==> config.mk <==
export PLATFORM = sky130hd
export DESIGN_NAME = free_list_mgr
export DESIGN_NICKNAME = d
export VERILOG_FILES = /design/src/rtl/free_list_pkg.sv /design/src/rtl/selFl.sv /design/src/rtl/free_list_mgr.sv
export SDC_FILE = /design/constraint.sdc
export NUM_CORES = 1
export LEC_CHECK = 0
export ABC_AREA = 1
export CORE_MARGIN = 2
export CORE_UTILIZATION = 40
export CTS_CLUSTER_SIZE = 14
export DETAILED_ROUTE_END_ITERATION = 16
export PLACE_DENSITY_LB_ADDON = 0.05
export SETUP_SLACK_MARGIN = 0.1
export SLEW_MARGIN = 20
export SYNTH_ARGS = -nofsm -noshare
export SYNTH_HDL_FRONTEND = slang
export SYNTH_SLANG_ARGS = --single-unit
==> constraint.sdc <==
create_clock -name clk -period 11.6 [get_ports clk]
set_input_delay 2.32 -clock clk [delete_from_list [all_inputs] [get_ports clk]]
set_output_delay 2.32 -clock clk [all_outputs]
set_load 0.1 [all_outputs]
==> src/rtl/free_list_pkg.sv <==
// Shared free-list helpers: index/count widths, popcount and one-hot encode.
// Supports up to MAX_SIZE managed entries.
package free_list_pkg;

    localparam int MAX_SIZE  = 64;
    localparam int MAX_IDX_W = 6;

    function automatic int idx_w(input int size);
        return (size <= 2) ? 1 : $clog2(size);
    endfunction

    function automatic int cnt_w(input int size);
        return idx_w(size) + 1;
    endfunction

    function automatic logic [MAX_IDX_W:0] popcount(input logic [MAX_SIZE-1:0] v);
        logic [MAX_IDX_W:0] c;
        c = '0;
        for (int i = 0; i < MAX_SIZE; i++)
            c = c + {{MAX_IDX_W{1'b0}}, v[i]};
        return c;
    endfunction

    // OR-reduction encoder: exact for one-hot input, 0 for all-zero input
    function automatic logic [MAX_IDX_W-1:0] onehot2idx(input logic [MAX_SIZE-1:0] oh);
        logic [MAX_IDX_W-1:0] r;
        r = '0;
        for (int i = 0; i < MAX_SIZE; i++)
            if (oh[i]) r = r | MAX_IDX_W'(i);
        return r;
    endfunction

endpackage

==> src/rtl/selFl.sv <==
// Lowest-set-bit one-hot selector; gnt is all-zero when req is all-zero.
module selFl #(
    parameter int W = 8
) (
    input  logic [W-1:0] req,
    output logic [W-1:0] gnt
);

    // two's complement isolates the lowest set bit
    assign gnt = req & (~req + W'(1));

endmodule

==> src/rtl/free_list_mgr.sv <==
// One-hot free list with lowest-index allocation and multi-entry release.
// Optional FREE_LIST_CHECK_EN adds sticky double-release detection on err.
module free_list_mgr
    import free_list_pkg::*;
#(
    parameter  int SIZE  = 8,
    localparam int IDX_W = idx_w(SIZE),
    localparam int CNT_W = cnt_w(SIZE)
) (
    input  logic             clk,
    input  logic             rst,
    input  logic             alloc_req,
    output logic             alloc_ready,
    output logic [SIZE-1:0]  alloc_onehot,
    output logic [IDX_W-1:0] alloc_idx,
    input  logic             rel_valid,
    input  logic [SIZE-1:0]  rel_onehot,
    input  logic             flush,
    output logic [CNT_W-1:0] free_cnt,
    output logic             full,
    output logic             empty,
    output logic             err
);

    logic [SIZE-1:0]  free_mask, next_mask, alloc_sel;
    logic [SIZE-1:0]  alloc_clr, rel_bits, rm_bits, add_bits;
    logic [CNT_W-1:0] cnt_q, cnt_next;
    logic             alloc_fire;

    selFl #(.W(SIZE)) u_sel (
        .req (free_mask),
        .gnt (alloc_sel)
    );

    assign alloc_ready  = |free_mask;
    assign alloc_onehot = alloc_sel;
    assign alloc_idx    = IDX_W'(onehot2idx(MAX_SIZE'(alloc_sel)));
    assign alloc_fire   = alloc_req & alloc_ready;

    assign free_cnt = cnt_q;
    assign full     = (cnt_q == CNT_W'(SIZE));
    assign empty    = (cnt_q == '0);

    always_comb begin
        alloc_clr = alloc_fire ? alloc_sel : '0;
        rel_bits  = rel_valid ? rel_onehot : '0;
        next_mask = (free_mask & ~alloc_clr) | rel_bits;
        if (flush)
            next_mask = '1;
        // count follows actual bit transitions so it never drifts from the mask
        rm_bits  = free_mask & ~next_mask;
        add_bits = ~free_mask & next_mask;
        cnt_next = cnt_q - CNT_W'(popcount(MAX_SIZE'(rm_bits)))
                         + CNT_W'(popcount(MAX_SIZE'(add_bits)));
    end

    always_ff @(posedge clk) begin
        if (rst) begin
            free_mask <= '1;
            cnt_q     <= CNT_W'(SIZE);
        end else begin
            free_mask <= next_mask;
            cnt_q     <= cnt_next;
        end
    end

`ifdef FREE_LIST_CHECK_EN
    logic dbl_rel, err_q;

    // rel_onehot is exactly SIZE wide, so only overlap with free entries can offend
    assign dbl_rel = rel_valid & (|(rel_onehot & free_mask));
    assign err     = err_q;

    always_ff @(posedge clk) begin
        if (rst)
            err_q <= 1'b0;
        else if (dbl_rel)
            err_q <= 1'b1;
    end

    always_ff @(posedge clk) begin
        assert (rst || !dbl_rel)
            else $error("free_list_mgr: release of already-free entry, mask=%h rel=%h",
                        free_mask, rel_onehot);
    end
`else
    assign err = 1'b0;
`endif

endmodule

# Word-level counts from Yosys, hierarchy flattened
# Index checks and enable logic that the tools add are counted.
# classes
addsub,17
n_eq_ne,1
muxes,10
n_bitwise,9
n_reduce_logical,2
# ops
cell,n
adder 4 x 1 -> 4 bit,8
AND 8 bit,4
two-way mux 8 bit,3
inverter 8 bit,3
two-way mux 3 bit,4
adder 3 x 1 -> 4 bit,2
adder 8 x 1 -> 8 bit (second input constant),1
bitwise OR 8 bit,1
OR reduction 8 bit,1
adder 2 x 1 -> 3 bit,2
adder 1 x 1 -> 2 bit,2
adder 4 bit,1
equality test 4 bit (second input constant),1
zero test 4 bit,1
two-way mux 2 bit,2
subtractor 4 bit,1
AND 1 bit,1
two-way mux 1 bit,1
# totals
register_bits,12
output_inout_bits,19

# Logic depth before layout (Yosys ltp)
# logic_depth
word_depth,19
mapped_depth,20

# Modules after synthesis
# Synthesis repeated with hierarchy kept, for this count alone.
# unflattened
cells_unflattened,155
hier_area_um2,1141.1
# modules_own_cells
mod,instances,cells_per_inst,area_per_inst_um2,seq_area_each_um2
free_list_mgr,1,135,1049.8,240.2
selFl,1,20,91.3,0.0

# Worst setup path after synthesis
# Ideal clock, no wire load.
# synth_path
path_kind,register to output
startpoint,register cnt_q[3] (netlist: free_cnt[3])
endpoint,output port full
arrival_time_ns,4.140
required_time_ns,9.280
slack_ns,5.140
stages_incl_launch_ff,2
path_buffers,0
cell_sequence,dfxtp_1 nor4b_1
# synth_between
elab_chain_cells,1
# synth_lines
item,line,source
from (decl),free_list_mgr.sv:27,"logic [CNT_W-1:0] cnt_q, cnt_next;"
from (signal assigned),free_list_mgr.sv:60,cnt_q <= CNT_W'(SIZE);
from (signal assigned),free_list_mgr.sv:63,cnt_q <= cnt_next;
equality test 4 bit,free_list_mgr.sv:41,assign full = (cnt_q == CNT_W'(SIZE));
to (decl),free_list_mgr.sv:20,"output logic full,"
# No other way between the ends.

# Final worst setup path
# layout_path
startpoint,input port alloc_req
endpoint,register cnt_q[3] (netlist: free_cnt[3])
# layout_between
elab_chain_cells,17
elab_cells_between_ends,25
classes_between,add/sub (16); mux (2); bitwise (7)
# layout_lines
item,line,source
from (decl),free_list_mgr.sv:12,"input logic alloc_req,"
AND 1 bit *,free_list_mgr.sv:38,assign alloc_fire = alloc_req & alloc_ready;
two-way mux 8 bit *,free_list_mgr.sv:45,alloc_clr = alloc_fire ? alloc_sel : '0;
inverter 8 bit *,free_list_mgr.sv:47,next_mask = (free_mask & ~alloc_clr) | rel_bits;
AND 8 bit *,free_list_mgr.sv:47,
bitwise OR 8 bit *,free_list_mgr.sv:47,
two-way mux 8 bit *,free_list_mgr.sv:48,if (flush)
inverter 8 bit,free_list_mgr.sv:51,rm_bits = free_mask & ~next_mask;
AND 8 bit,free_list_mgr.sv:51,
adder 1 x 1 -> 2 bit,free_list_pkg.sv:20,"c = c + {{MAX_IDX_W{1'b0}}, v[i]};"
adder 2 x 1 -> 3 bit,free_list_pkg.sv:20,
adder 3 x 1 -> 4 bit,free_list_pkg.sv:20,
adder 4 x 1 -> 4 bit (4 in a row),free_list_pkg.sv:20,
subtractor 4 bit,free_list_mgr.sv:53,cnt_next = cnt_q - CNT_W'(popcount(MAX_SIZE'(rm_bits)))
adder 4 bit *,free_list_mgr.sv:54,+ CNT_W'(popcount(MAX_SIZE'(add_bits)));
# Mark *: on every way between the ends. The rest lies on a longest branch, timed or not.
# A chain may end at the register's enable or synchronous reset.

==> impl_results.md <==
- Synthesized area: 1120 sq um
- Diode count: 0
- Slew Viols, Final: 0
- Clock tree buffer depth: 2
- Power per Cell Area: 168 nW/um^2
- First-pass GRT wire length: 4430 um
- Post-synth cell types: 28
- Period utilisation layout: 0.584
- Worst Path Buf+Inv: 3
- R2R cell count: 18
- Worst R2R End: free_cnt[3]
- Num CTS Buffers: 3
- Wire per inst: approximately 13 um
- Hold Startpoint: free_mask[4]
- Port bufs: 30
- Worst-Margin Slew: 0.972 ns
- Drt first pass iters: 5
- Post-synthesis sequential area ratio: 0.215
- Remaining antenna violation count after routing: 0
- Power, Total: 248 uW
- Setup ws final: 4.83 ns
- Vias in the first global route: between 1000 and 1500
- Outcome: finished clean
- Crit path top cell by count: fa_1
- Setup CP Type: in -> reg
- Crit. End Element: flop
- Mean Syn Cell Area: about 7.6 sq um
- Crit path max-delay family: adder cells
- CTS tree: built
- Synthesis Warnings: 0
- Buffers inserted by post-CTS timing repair: 0
- Detail-routed via count per cell: 5.04
- Clock power frac: 0.139
- Initial antenna violation count: 0
- Setup Viol. Count Final: 0
- Die width: ~57 um
- Hold Path Cell Cnt: 2
- Die height: 56.9 um
- Final critical-path required period: 6.77 ns
- Root Buffer: clkbuf_4
- Max cap viols: 0
- Syn Nets: 176
- Final Util: 0.543
- Area grow syn2layout: 31.5%
- Worst path slowest cell: clkdlybuf4s50_1
- Clock sink total: 12
- CTS HTree Levels: 1
- Min-Delay Path Class: reg -> reg
- P_leak: slightly above 0.7 nW
- Fmax: roughly 150 MHz
- Pre-CTS setup slack: around 4.5 ns
- Pint: 118 uW
- Via Count: about 1000
- R2r startpoint: free_mask[0]
- RSZ-0062 raised after global routing: false
- Die Area: about 3200 sq um
- Ordered list of cells on the worst path: clkdlybuf4s50_1 > inv_1 > o21ai_0 > nand2_1 > nor2_1 > fa_1 > fa_1 > inv_1 > fa_1 > fa_1 > fa_1 > ha_1 > fa_1 > xor2_1 > xnor2_1 > nand2_1
- Combinational share of power: 0.643
- Clk Latency, worst-skew pair: 0.27 ns
- CTS clock-pin slew for the worst setup and hold paths: around 0.08 ns
- Total Routed Length: 2620 um
- # hold bufs at CTS: 0
- Slowest stage delay, CP: 0.59 ns
- Flop pwr share: 0.218
- CP max FO: 6
- Drt first-iter violations: 22
- Layout cells sized above 1: 0.0904
- Sw frac: 0.522
- Worst R2R Setup Slack: 6.91 ns
- Worst clock skew: 0.00367 ns
- Switching power: about 130 uW
- Filler cells: 281
- Initial cell density of the core: 0.413
- CP Launch Type: primary input
- RD Place Congestion: 0.819
- Relative slew margins: 0.350
- Largest net degree at the start of global routing: 10
- Critical Path RT: between 10 and 15 ns
- Setup TNS: 0 ns
- CORE AREA: 2710 sq um
- Total global routing overflow: 0
- Placed wire-length estimate: approximately 2300 um
- Post-CTS sizing: 0
- Crit path DAT: 6.94 ns
- Boundary Pins: 32
- Seq cells post-synth: 12
- VDD IR max: 0.188 mV
- Hold violation count in the final report: 0
- Site Rows: 19
- Post-synthesis cell count: 147
- Worst Hold Endpoint: free_mask[4]
- Drt drc: 0
- NumNets Final: 207
- All-layer global routing usage: 0.179
power groups by stage:
stage          combinational (mW)  clock (mW)  sequential [mW]
3_3_place_gp                0.160           0           0.0553
3_5_place_dp                0.161           0           0.0552
5_1_grt                     0.175      0.0377           0.0554
6_report                    0.159      0.0343           0.0540
2_1_floorplan              0.0918           0           0.0881
4_1_cts                     0.162      0.0353           0.0545
tightest hold or removal path: stages, from the launching register on:
cell and delay [ns]:
dfxtp_1 0.35, nand2_1 0.08, nand3_1 0.06
layout by cell type (no fill, tap or decap), types with 2 or more instances in the layout:
cell type	n
nand2_1	18
ha_1	3
nor2_4	2
inv_1	25
a21oi_1	8
or2_2	4
nor2_1	19
xnor2_1	2
dfxtp_1	12
nand3_1	19
clkdlybuf4s50_1	30
nand4_1	2
o21ai_0	2
nand2_4	2
clkbuf_4	3
fa_1	13
Yosys cell counts:
| cell | count | share of area |
|---|---|---|
| clkbuf_1 | 2 | 0.0067 |
| nand2_1 | 18 | 0.060 |
| buf_4 | 2 | 0.013 |
| xor2_1 | 1 | 0.0078 |
| nor3_1 | 1 | 0.0045 |
| nor2_4 | 2 | 0.020 |
| nand4_1 | 2 | 0.011 |
| inv_4 | 1 | 0.0056 |
| nand3_1 | 19 | 0.085 |
| nand3_2 | 1 | 0.0089 |
| ha_1 | 3 | 0.034 |
| o31ai_1 | 1 | 0.0067 |
| nor2_1 | 19 | 0.064 |
| dfxtp_1 | 12 | 0.21 |
| o211ai_1 | 1 | 0.0067 |
| nor4b_1 | 1 | 0.0078 |
| clkinv_1 | 1 | 0.0034 |
| conb_1 | 1 | 0.0034 |
| or2_2 | 4 | 0.022 |
| a21oi_1 | 8 | 0.036 |
| fa_1 | 13 | 0.23 |
| o21ai_0 | 2 | 0.0089 |
| inv_1 | 25 | 0.084 |
| nor4_1 | 1 | 0.0056 |
| nand2_2 | 1 | 0.0056 |
| nand2_4 | 2 | 0.020 |
| xnor2_1 | 2 | 0.016 |
| nor2_2 | 1 | 0.0056 |
through the flow:
stage | cell area [sq um] | cells | hold slack (ns)
finish | 1470 | 208 | 0.515
global route | 1470 | 208 | 0.553
CTS | 1470 | 208 | 0.515
detailed placement | 1440 | 204 | 0.495
global placement | 1440 | 204 | 0.489
floorplan | 1120 | 147 | 0.469
worst max-delay path by stage:
stage                             end         from  slack [ns]  cells after the start
after floorplan                  full  free_cnt[3]        5.14                      1
after global placement    free_cnt[3]    alloc_req        4.58                     16
after detailed placement  free_cnt[3]    alloc_req        4.53                     16
after CTS                 free_cnt[3]    alloc_req        4.82                     16
after global routing      free_cnt[3]    alloc_req        4.55                     16
final                     free_cnt[3]    alloc_req        4.83                     16
routing by layer:
layer,vias up,routed length [um],GRT usage
met5,-,0,0
met4,0,23,0.0731
met3,2,195,0.0392
met2,46,1400,0.322
met1,483,999,0.201
li1,518,-,-
cell families (layout without fill, tap and decap cells):
| logic type | after synthesis | after routing | share of synthesized area |
|---|---|---|---|
| and+or+nand+nor | 72 | 72 | 0.321 |
| xor gates and xnor gates | 3 | 3 | 0.0235 |
| buffers and inverters | 31 | 61 | 0.113 |
| DFF | 12 | 12 | 0.215 |
| adders and majority gates | 16 | 16 | 0.266 |
| other | 1 | 1 | 0.00335 |
| AOI/OAI and AO/OA | 12 | 12 | 0.0582 |
registers in the layout, indices dropped and copies added (netlist names):
register   count
free_cnt       4
free_mask      8
final cells by class:
type                       instances  area (sq um)  share of cell area
inverter                          27           104              0.0706
sequential                        12           240               0.163
timing repair buffer              30           300               0.204
tap                               31          38.8              0.0264
clock buffer                       4          36.3              0.0247
multi-input combinational        104           752               0.511
Note: power is estimated with default switching activity, not from simulation.
